[src/rtl/fad_pipe_array.sv]
// fad_pipe_array: pipelined add/subtract, one SEG_WIDTH ripple segment per stage.
// Carries are registered between stages; a global valid/ready enable stalls the whole pipe.
module fad_pipe_array #(
    parameter int unsigned DATA_WIDTH = 32,
    parameter int unsigned SEG_WIDTH  = 8,
    parameter int unsigned NUM_SEG    = DATA_WIDTH / SEG_WIDTH
) (
    input  logic                  clk,
    input  logic                  rst_n,
    input  logic                  in_valid,
    output logic                  in_ready,
    input  logic [DATA_WIDTH-1:0] a,
    input  logic [DATA_WIDTH-1:0] b,
    input  logic                  cin,
    input  logic                  sub,
    output logic                  out_valid,
    input  logic                  out_ready,
    output logic [DATA_WIDTH-1:0] sum,
    output logic                  cout,
    output logic                  ovf
);

    logic                  adv;
    logic [DATA_WIDTH-1:0] beff;

    logic                  v_q   [NUM_SEG];
    logic                  c_q   [NUM_SEG];
    logic [DATA_WIDTH-1:0] acc_q [NUM_SEG];
    logic [DATA_WIDTH-1:0] b_q   [NUM_SEG];
    logic                  ovf_q;

    logic [DATA_WIDTH-1:0] acc_d [NUM_SEG];
    logic                  c_d   [NUM_SEG];
    logic                  ovf_d;

    assign adv      = ~v_q[NUM_SEG-1] | out_ready;
    assign in_ready = adv;
    assign beff     = sub ? ~b : b;

    // acc holds finished sum segments below stage k and untouched operand-A segments above,
    // so a single word per stage covers both the skew and deskew registers.
    always_comb begin : p_seg
        logic [DATA_WIDTH-1:0] x;
        logic [DATA_WIDTH-1:0] y;
        logic                  ci;
        logic [SEG_WIDTH:0]    s;
        x     = '0;
        y     = '0;
        ci    = 1'b0;
        s     = '0;
        ovf_d = 1'b0;
        for (int unsigned k = 0; k < NUM_SEG; k++) begin
            x  = (k == 0) ? a    : acc_q[(k == 0) ? 0 : k - 1];
            y  = (k == 0) ? beff : b_q[(k == 0) ? 0 : k - 1];
            ci = (k == 0) ? cin  : c_q[(k == 0) ? 0 : k - 1];
            s  = {1'b0, x[k*SEG_WIDTH +: SEG_WIDTH]} + {1'b0, y[k*SEG_WIDTH +: SEG_WIDTH]}
               + {{SEG_WIDTH{1'b0}}, ci};
            acc_d[k] = x;
            acc_d[k][k*SEG_WIDTH +: SEG_WIDTH] = s[SEG_WIDTH-1:0];
            c_d[k]   = s[SEG_WIDTH];
            if (k == NUM_SEG - 1) begin
                ovf_d = (x[DATA_WIDTH-1] == y[DATA_WIDTH-1]) & (s[SEG_WIDTH-1] != x[DATA_WIDTH-1]);
            end
        end
    end

    always_ff @(posedge clk or negedge rst_n) begin
        if (!rst_n) begin
            for (int unsigned k = 0; k < NUM_SEG; k++) begin
                v_q[k]   <= 1'b0;
                c_q[k]   <= 1'b0;
                acc_q[k] <= '0;
                b_q[k]   <= '0;
            end
            ovf_q <= 1'b0;
        end else if (adv) begin
            for (int unsigned k = 0; k < NUM_SEG; k++) begin
                v_q[k]   <= (k == 0) ? in_valid : v_q[(k == 0) ? 0 : k - 1];
                b_q[k]   <= (k == 0) ? beff     : b_q[(k == 0) ? 0 : k - 1];
                c_q[k]   <= c_d[k];
                acc_q[k] <= acc_d[k];
            end
            ovf_q <= ovf_d;
        end
    end

    assign out_valid = v_q[NUM_SEG-1];
    assign sum       = acc_q[NUM_SEG-1];
    assign cout      = c_q[NUM_SEG-1];
    assign ovf       = ovf_q;

endmodule

[config.mk]
export PLATFORM = sky130hd
export DESIGN_NAME = fad_pipe_array
export DESIGN_NICKNAME = d
export VERILOG_FILES = /design/src/rtl/fad_pipe_array.sv
export SDC_FILE = /design/constraint.sdc
export NUM_CORES = 1
export LEC_CHECK = 0
export ABC_CLOCK_PERIOD_IN_PS = 2410
export CORE_MARGIN = 4
export CORE_UTILIZATION = 40
export CTS_CLUSTER_DIAMETER = 100
export DETAILED_ROUTE_END_ITERATION = 12
export GPL_ROUTABILITY_DRIVEN = 0
export PLACE_DENSITY = 0.7
export REMOVE_ABC_BUFFERS = 1
export SYNTH_ARGS = -nofsm -noshare
export SYNTH_HDL_FRONTEND = slang
export SYNTH_SLANG_ARGS = --single-unit
[constraint.sdc]
create_clock -name clk -period 2.41 [get_ports clk]
set_input_delay 0.6025 -clock clk [delete_from_list [all_inputs] [get_ports clk]]
set_output_delay 0.6025 -clock clk [all_outputs]
set_load 0.05 [all_outputs]
======== Yosys cells after proc, flatten, opt, wreduce, memory -nomap -nowiden ========
Index checks and enable logic that the tools add are counted.
cells by class
  $add $sub $neg .......................... 8
  eq/ne operators ......................... 2
  muxes and demuxes ....................... 1
  bitwise logic cells ..................... 4
operators by type and width
  operator                                count
  8-bit by 8-bit adder with 9-bit output  4
  9-bit by 1-bit adder with 9-bit output  4
  32-bit 2-to-1 mux                       1
  32-bit inverter                         1
  1-bit bitwise AND                       1
  1-bit equality test                     1
  1-bit != test                           1
  1-bit inverter                          1
  1-bit OR                                1
word-level totals
  bits in registers ....................... 233
  bits of input ports ..................... 70
  output and inout port bits .............. 36
  logic and storage cells ................. 31

======== Longest topological paths before layout ========
  word-level depth ........................ 4
  depth in mapped cells ................... 10
  depth with buffers taken out ............ 8

======== Worst setup path after synthesis ========
Ideal clock, no wire load.
  path kind ............................... input to register
  start point ............................. input port sub
  end point ............................... register acc_q, in the netlist acc_d[70]
  setup time .............................. 116 ps
  data arrival time ....................... 2579 ps
  required time ........................... 2294 ps
  path slack .............................. -285 ps
  stages on the path ...................... 9
  path buffers ............................ 2
  cell sequence ........................... clkbuf_1 > buf_2 > xnor2_1 > fa_1 > fa_1 > nor2b_1 > o31a_1 > o21ai_0 > o311ai_0
on the way
  word-level cells in the longest chain between the ends .. 3
RTL lines
  item                                    line  text
  from (decl)                             15    input logic sub,
  32-bit 2-to-1 mux                       38    assign beff = sub ? ~b : b;
  8-bit by 8-bit adder with 9-bit output  56    s = {1'b0, x[k*SEG_WIDTH +: SEG_WIDTH]} + {1'b0, y[k*SEG_WIDTH +: SEG_WIDTH]}
  9-bit by 1-bit adder with 9-bit output  57    + {{SEG_WIDTH{1'b0}}, ci};
  to (signal, indexed assignment)         81    acc_q[k] <= acc_d[k];
  to (decl)                               28    logic [DATA_WIDTH-1:0] acc_q [NUM_SEG];
Every way passes these cells.
A chain may end at the register's enable or synchronous reset.

======== Worst setup path after layout ========
  start point ............................. input port b[0]
  end point ............................... register acc_q, in the netlist acc_d[70]
on the way
  word-level cells in the longest chain between the ends .. 4
RTL lines
  item                                      line  text
  from (decl)                               13    input logic [DATA_WIDTH-1:0] b,
  32-bit inverter                           38
  32-bit 2-to-1 mux *                       38
  8-bit by 8-bit adder with 9-bit output *  56
  9-bit by 1-bit adder with 9-bit output *  57
Mark *: on every way between the ends. The rest lies on a longest branch, timed or not.

==> results.md <==
* **remaining routing DRC violations** 0
* **CP Capture Type** register
* **via count** 6152
* **layout net count** 1117
* **fmax** 449 MHz
* **post-synthesis cell count** 940
* **placed cell count** 1267
* **crit path max fanout** 3
* **final slew viol count** 0
* **Skew-Pair Late Insertion Delay** 420 ps
* **Reg-to-Reg End** acc_d[46]
* **cell area after synthesis** 8620 um^2
* **number of flip-flops and latches in the synthesized netlist** 185
* **Worst Max-Slew Pin Slew** 547 ps
* **number of antenna violations at the first check in global routing** 0
* **maximum capacitance violations** 0
* **area of the core** 21100 um^2
* **number of buffers inserted during clock tree synthesis** 17
* **proportion of layout cells with a drive suffix above 1** 6.74%
* **critical path class** input pin to register
* **Max Buffers Root-to-Sink** 2
* **static leakage** 5.06 nW
* **GR Util All Layers** 15.0%
* **relative area change from synthesis to final layout** 21.8%
* **Max-Slew Margin vs Limit** 63.4%
* **row count** 53
* **pin count of the biggest net entering global routing** 92
* **residual overflow from global routing** 0
* **simple-gate portion of the synthesized area** 21.5%
* **share of synthesized area spent on multiplexers** 0%
* **Sequential Power Share** 37.3%
* **Period Utilization, post-route** 92.4%
* **die span in x** 155 um
* **Post-CTS Setup Bufs** 0
* **worst min-delay path category** input pin to asynchronous set/reset pin
* **clock group share of total power** 21.1%
* **Data required, critical path** 2730 ps
* **xor/xnor cell area share of the yosys netlist** 4.16%
* **H-tree levels** 4
* **Critical Path Source** b[0]
* **average cell area after synthesis** 9.18 um^2
* **internal power** 8.57 mW
* **reg-to-reg slack, setup** 200 ps
* **minimum period implied by the final worst setup slack** 2230 ps
* **die span in y** 155 um
* **combinational group share of total power** 41.7%
* **leading area contributor after synthesis** dfrtp_1
* **CTS Root Cell** clkbuf_16
* **area enclosed by the die boundary** 24000 um^2
* **detailed placement HPWL** 11800 um
* **EDFF count, synth** 0
* **proportion of synthesized chip area in sequential cells** 53.7%
* **worst vdd rail ir drop** 0.427 mV
* **Layout Skew** 8.13 ps
* **final count of hold timing violations** 0
* **switching power as a share of total power** 39.1%
* **largest family of logic cells by synthesized area** simple AND/OR/NAND/NOR gates
* **effective utilization at floorplan** 40.9%
* **count of different cell masters after synthesis** 30
* **synth cell count leaders** nand2_1 (415), dfrtp_1 (185), o21ai_0 (48), buf_4 (32), ha_1 (28)
* **share of flip-flops with an asynchronous set or reset after synthesis** 100%
* **number of antenna cells inserted** 0
* **first-pass GRT wire length** 29500 um
* **status** finished clean
* **CTS sink count** 185
* **flip-flop and latch area** 4630 um^2
* **Warnings, synthesis** 0
* **via count of the first global-routing pass** 6230
* **arrival time reported for the critical path endpoint** 2550 ps
* **overall routed net length** 16900 um
* **most common cell in the synthesized netlist** nand2_1
* **synthesized-area fraction occupied by ao, oa, aoi and oai cells** 9.36%
* **arithmetic-cell share of the synthesized area counting full adders, half adders and majority gates** 5.92%
* **number of inserted filler cells in the final layout** 1997
* **CP Launch Type** input pin
* **unrepaired setup endpoints after global routing** no
* **area taken by multi-input logic gates** 3540 um^2
* **TritonCTS clock tree** yes
* **Switch Pwr** 5.50 mW
* **Worst Reg2Reg Path Length in Cells** 7
* **aggregate negative setup slack** 0 ps
* **DRT antenna net count** 0
* **number of optimization iterations in the first detailed-route pass** 4
* **Routed wire per std cell** 13.0 um
* **hold buffer count at cts** 0
* **number of DRC markers in iteration 0** 363
* **cell types with the largest area share after synthesis** dfrtp_1 (54%), nand2_1 (18%), ha_1 (4.1%)
* **area share of the largest cell type after synthesis** 53.7%
* **clock slew at reported path FFs** 70 ps
* **endpoints failing setup** 0
* **ratio of routed vias to standard cells** 4.74
* **number of I/O pins** 106
* **power density of the placed cells** 1340 nW/um^2
* **start of the worst register-to-register path** c_q[3]
* **IO Port Bufs** 105
* **number of standard cells in the layout, taps in and fillers out** 1299
* **Finished Core Util** 49.8%
* **predominant post-synthesis flop cell** dfrtp_1
* **Power Total** 14.1 mW
-- critical path, cell delays in order --
cell and delay (ps):
clkdlybuf4s50_1 420, xnor2_1 140, fa_2 360, fa_2 370, nor2b_2 130, o31a_1 160
o21ai_1 100, o311ai_1 270
-- cell families (layout without fill, tap and decap cells) --
kind of cell	after synthesis	count (layout)
simple gates	466	466
fa+ha+maj	36	36
xor+xnor	41	41
compound gates	125	125
buf+inv	87	171
flops	185	185
-- power by group through the flow --
stage,sequential [mW],clock [mW],combinational (mW)
after floorplan,5.97,0,2.90
after global placement,5.27,0,5.79
after detailed placement,5.32,0,5.92
after CTS,5.27,3.05,5.95
after global routing,5.44,3.18,6.62
final,5.24,2.96,5.86
-- placed cells by master (no fill, tap or decap), types with 2 or more instances in the layout --
master | netlist | layout
a21o_1 | 15 | 15
o31ai_1 | 7 | 7
bufinv_16 | 0 | 4
xnor2_1 | 27 | 27
nor2_1 | 21 | 21
xor2_1 | 14 | 14
buf_12 | 0 | 7
a221oi_2 | 4 | 4
fa_1 | 8 | 6
o22ai_1 | 2 | 2
nor2b_1 | 5 | 3
clkinvlp_4 | 0 | 3
dfrtp_1 | 185 | 185
clkbuf_1 | 26 | 2
buf_4 | 32 | 20
and3_1 | 4 | 4
o21ai_1 | 0 | 4
a211oi_1 | 15 | 15
o21ai_0 | 48 | 44
nand3_1 | 2 | 2
inv_1 | 8 | 7
nand4b_1 | 8 | 8
a31oi_1 | 2 | 2
fa_2 | 0 | 2
nor3b_1 | 8 | 8
nand2_1 | 415 | 415
inv_6 | 0 | 3
o21a_1 | 2 | 2
o311ai_0 | 8 | 7
clkinv_4 | 0 | 2
clkbuf_16 | 0 | 17
clkdlybuf4s50_1 | 0 | 102
nand2b_1 | 3 | 3
a21oi_1 | 20 | 20
ha_1 | 28 | 28
-- timing repair --
| item | in CTS | in global routing |
|---|---|---|
| pin swaps | 0 | 1 |
| gates resized for setup | 1 | 7 |
| setup endpoints to repair | 1 | 6 |
-- state kept, by name, indices dropped and copies added (netlist names) --
| signal | cells |
|---|---|
| out_valid | 1 |
| p_seg.x | 32 |
| b_q | 40 |
| ovf | 1 |
| c_q | 2 |
| acc_q | 16 |
| sum | 32 |
| p_seg.ci | 1 |
| acc_d | 48 |
| v_q | 3 |
| p_seg.y | 8 |
| cout | 1 |
-- how the worst max path moves through the flow --
stage / to / depth (start not counted)
floorplan: acc_d[69] / 4
detailed placement: acc_d[70] / 8
global route: acc_d[70] / 8
global placement: acc_d[70] / 8
CTS: c_q[3] / 9
finish: acc_d[70] / 8
-- through the flow --
step	hold WS [ps]	setup WS, ps	instance area (um^2)
finish	98.6	183	10500
global placement	445	-391	9870
detailed placement	455	-444	9870
global route	96.0	10.7	10500
floorplan	307	-13460	8190
CTS	94.9	17.3	10500
-- layer usage --
metal | vias up | global-route usage, % | wire length (um)
li1 | 3156 | - | -
met1 | 2910 | 18.6 | 7700
met2 | 66 | 26.7 | 8630
met3 | 20 | 2.49 | 355
met4 | 0 | 4.79 | 246
met5 | - | 0 | 0
-- area by class of cell --
| cell class | count | share of cell area (%) |
|---|---|---|
| Sequential cell | 185 | 44.1 |
| Clock buffer | 19 | 4.12 |
| Inverter | 8 | 0.310 |
| Timing Repair Buffer | 131 | 12.7 |
| Multi-Input combinational cell | 668 | 33.7 |
| Tap cell | 275 | 3.28 |
| Clock inverter | 13 | 1.82 |
No activity file was read; power rests on OpenSTA's default activity.
==> RTL edit: new RTL, same settings <==
Set the parameter `DATA_WIDTH` to 64 (it was 32).
--- a/src/rtl/fad_pipe_array.sv
+++ b/src/rtl/fad_pipe_array.sv
@@ -3,3 +3,3 @@
 module fad_pipe_array #(
-    parameter int unsigned DATA_WIDTH = 32,
+    parameter int unsigned DATA_WIDTH = 64,
     parameter int unsigned SEG_WIDTH  = 8,
Ports: changed (resized a, b and sum); port bits go from 106 to 202. The function was not compared with the original's and may differ.
==> RTL edit against the unedited design <==
- worst setup slack worse by 0.078 ns
- power grew to 3.6 times the old value
- via count grew to 3.5 times the old value
- routed wire length increased to 3.6 times the old value
- cell area rose to 3.6 times the old value
- clock skew is 0.021 ns higher
- sequential cell count up 568
- first-iteration DRC count rose to 3.2 times the old value
- maximum frequency fell by 3.4%
- die area grew to 3.5 times the old value
- cell count grew to 3.7 times the old value
- critical endpoint is now p_seg.ci
- critical path depth decreased by 1
- area after synthesis grew to 3.6 times the old value
- highest routed layer unchanged
==> RTL edit: results (changes against the unedited design) <==
stage,metric,value,unit,change
status,outcome,"complete, no violations",,unchanged
placement,post-DP HPWL,40570,µm,was 11800 µm
pwr,leakage power summed over all cells,19.26,nW,was 5.065 nW
synth,top post-synthesis cells by count,"sky130_fd_sc_hd__nand2_1 (2015), sky130_fd_sc_hd__dfrtp_1 (753), sky130_fd_sc_hd__buf_2 (147)",,"was sky130_fd_sc_hd__nand2_1 (415), sky130_fd_sc_hd__dfrtp_1 (185), sky130_fd_sc_hd__o21ai_0 (48)"
clock_tree,Max Buffers Root-to-Sink,3,,was 2
sta,slew margin rel.,59.01,%,was 63.43%
placement,total placed cells including tap cells,4597,,was 1267
clock_tree,cts hold-fix bufs,1,,was 0
placement,Setup Slack @ Placement,-0.4677,ns,was -0.4442 ns
placement,number of I/O port buffers,201,,was 105
global_route,met2 layer usage reported by global route,24.53,%,was 26.66%
synth,"Seq/Total Area, Yosys",60.18,%,was 53.68%
synth,top area cells in the synthesized netlist,"sky130_fd_sc_hd__dfrtp_1 (60%), sky130_fd_sc_hd__nand2_1 (24%), sky130_fd_sc_hd__buf_2 (2.3%), sky130_fd_sc_hd__ha_1 (2.2%), sky130_fd_sc_hd__xnor2_1 (2.0%)",,"was sky130_fd_sc_hd__dfrtp_1 (54%), sky130_fd_sc_hd__nand2_1 (18%), sky130_fd_sc_hd__ha_1 (4.1%), sky130_fd_sc_hd__o21ai_0 (2.8%), sky130_fd_sc_hd__buf_4 (2.8%)"
pwr,total power density per cell area,1357,mW/mm²,was 1340 mW/mm²
detailed_routing,drt pass-1 iters,5,,was 4
layout,fraction of layout instances using a drive strength above 1,7.385,%,was 6.738%
detailed_routing,routed via count divided by cell count,4.575,,was 4.736
layout,count of nets after finishing,3849,,was 1117
clock_tree,post-cts sizing count,59,,was 1
global_route,all-layer global routing usage,14.93,%,was 14.99%
detailed_routing,routed length on met1,27890,µm,was 7702 µm
global_route,global-route wire length before repair,104100,µm,was 29530 µm
pwr,power spent charging and discharging nets,18.28,mW,was 5.503 mW
worst_setup_path,highest-delay cell along the critical path,sky130_fd_sc_hd__fa_1,,was sky130_fd_sc_hd__clkdlybuf4s50_1
clock_tree,CTS buffer count,83,,was 17
synth,synth unique cells,31,,was 30
layout,Final Non-Filler Cells,4752,,was 1299
-- RTL edit: changes by cell type in the layout (fill, tap and decap cells not counted), moves of 41 or more --
cell,before,now
sky130_fd_sc_hd__dfrtp_1,185,753
sky130_fd_sc_hd__nand2_1,415,2015
sky130_fd_sc_hd__dlygate4sd2_1,0,59
sky130_fd_sc_hd__o21ai_0,44,85
sky130_fd_sc_hd__buf_4,20,81
sky130_fd_sc_hd__clkbuf_16,17,85
sky130_fd_sc_hd__xnor2_1,27,70
-- RTL edit: worst reg2reg max path: cells and delay by family (launching register included) --
kind	cells	cell delay, ns
adders and majority gates	2	0.93
DFF	1	0.41
AOI/OAI and AO/OA	5	0.83
-- RTL edit: area by class of cell --
type                    instances  area (µm²)
fillers                      7244       39940
flip-flops and latches        753       18840
multi-input cells            2478       11130
repair buffers                314        3274
clock buffers                 124        2494
well taps                    1040        1301
clock inverters                28       424.2
inverters                      13       56.30
diodes                          2       5.005
-- RTL edit: kinds of logic (layout without fill, tap and decap cells) --
logic type,after synthesis,count (layout),synth area share [%]
other,0,2,0
and+or+nand+nor,2102,2102,25.47
xor gates and xnor gates,88,88,2.462
buffers and inverters,251,479,4.376
adders and majority gates,72,72,3.261
DFF,753,753,60.18
AOI/OAI and AO/OA,216,216,4.244
-- RTL edit: worst paths after layout --
path,start,to,slack (ns),cells after the start
setup / recovery,c_q[2],p_seg.ci,0.11,7
hold / removal,rst_n,b_q[462],0.45,2
setup reg to reg,c_q[2],p_seg.ci,0.11,7
hold reg to reg,p_seg.x[32],sum[32],0.45,2
max in group asynchronous,rst_n,acc_d[109],1.03,4
min in group clk,p_seg.x[32],sum[32],0.45,2
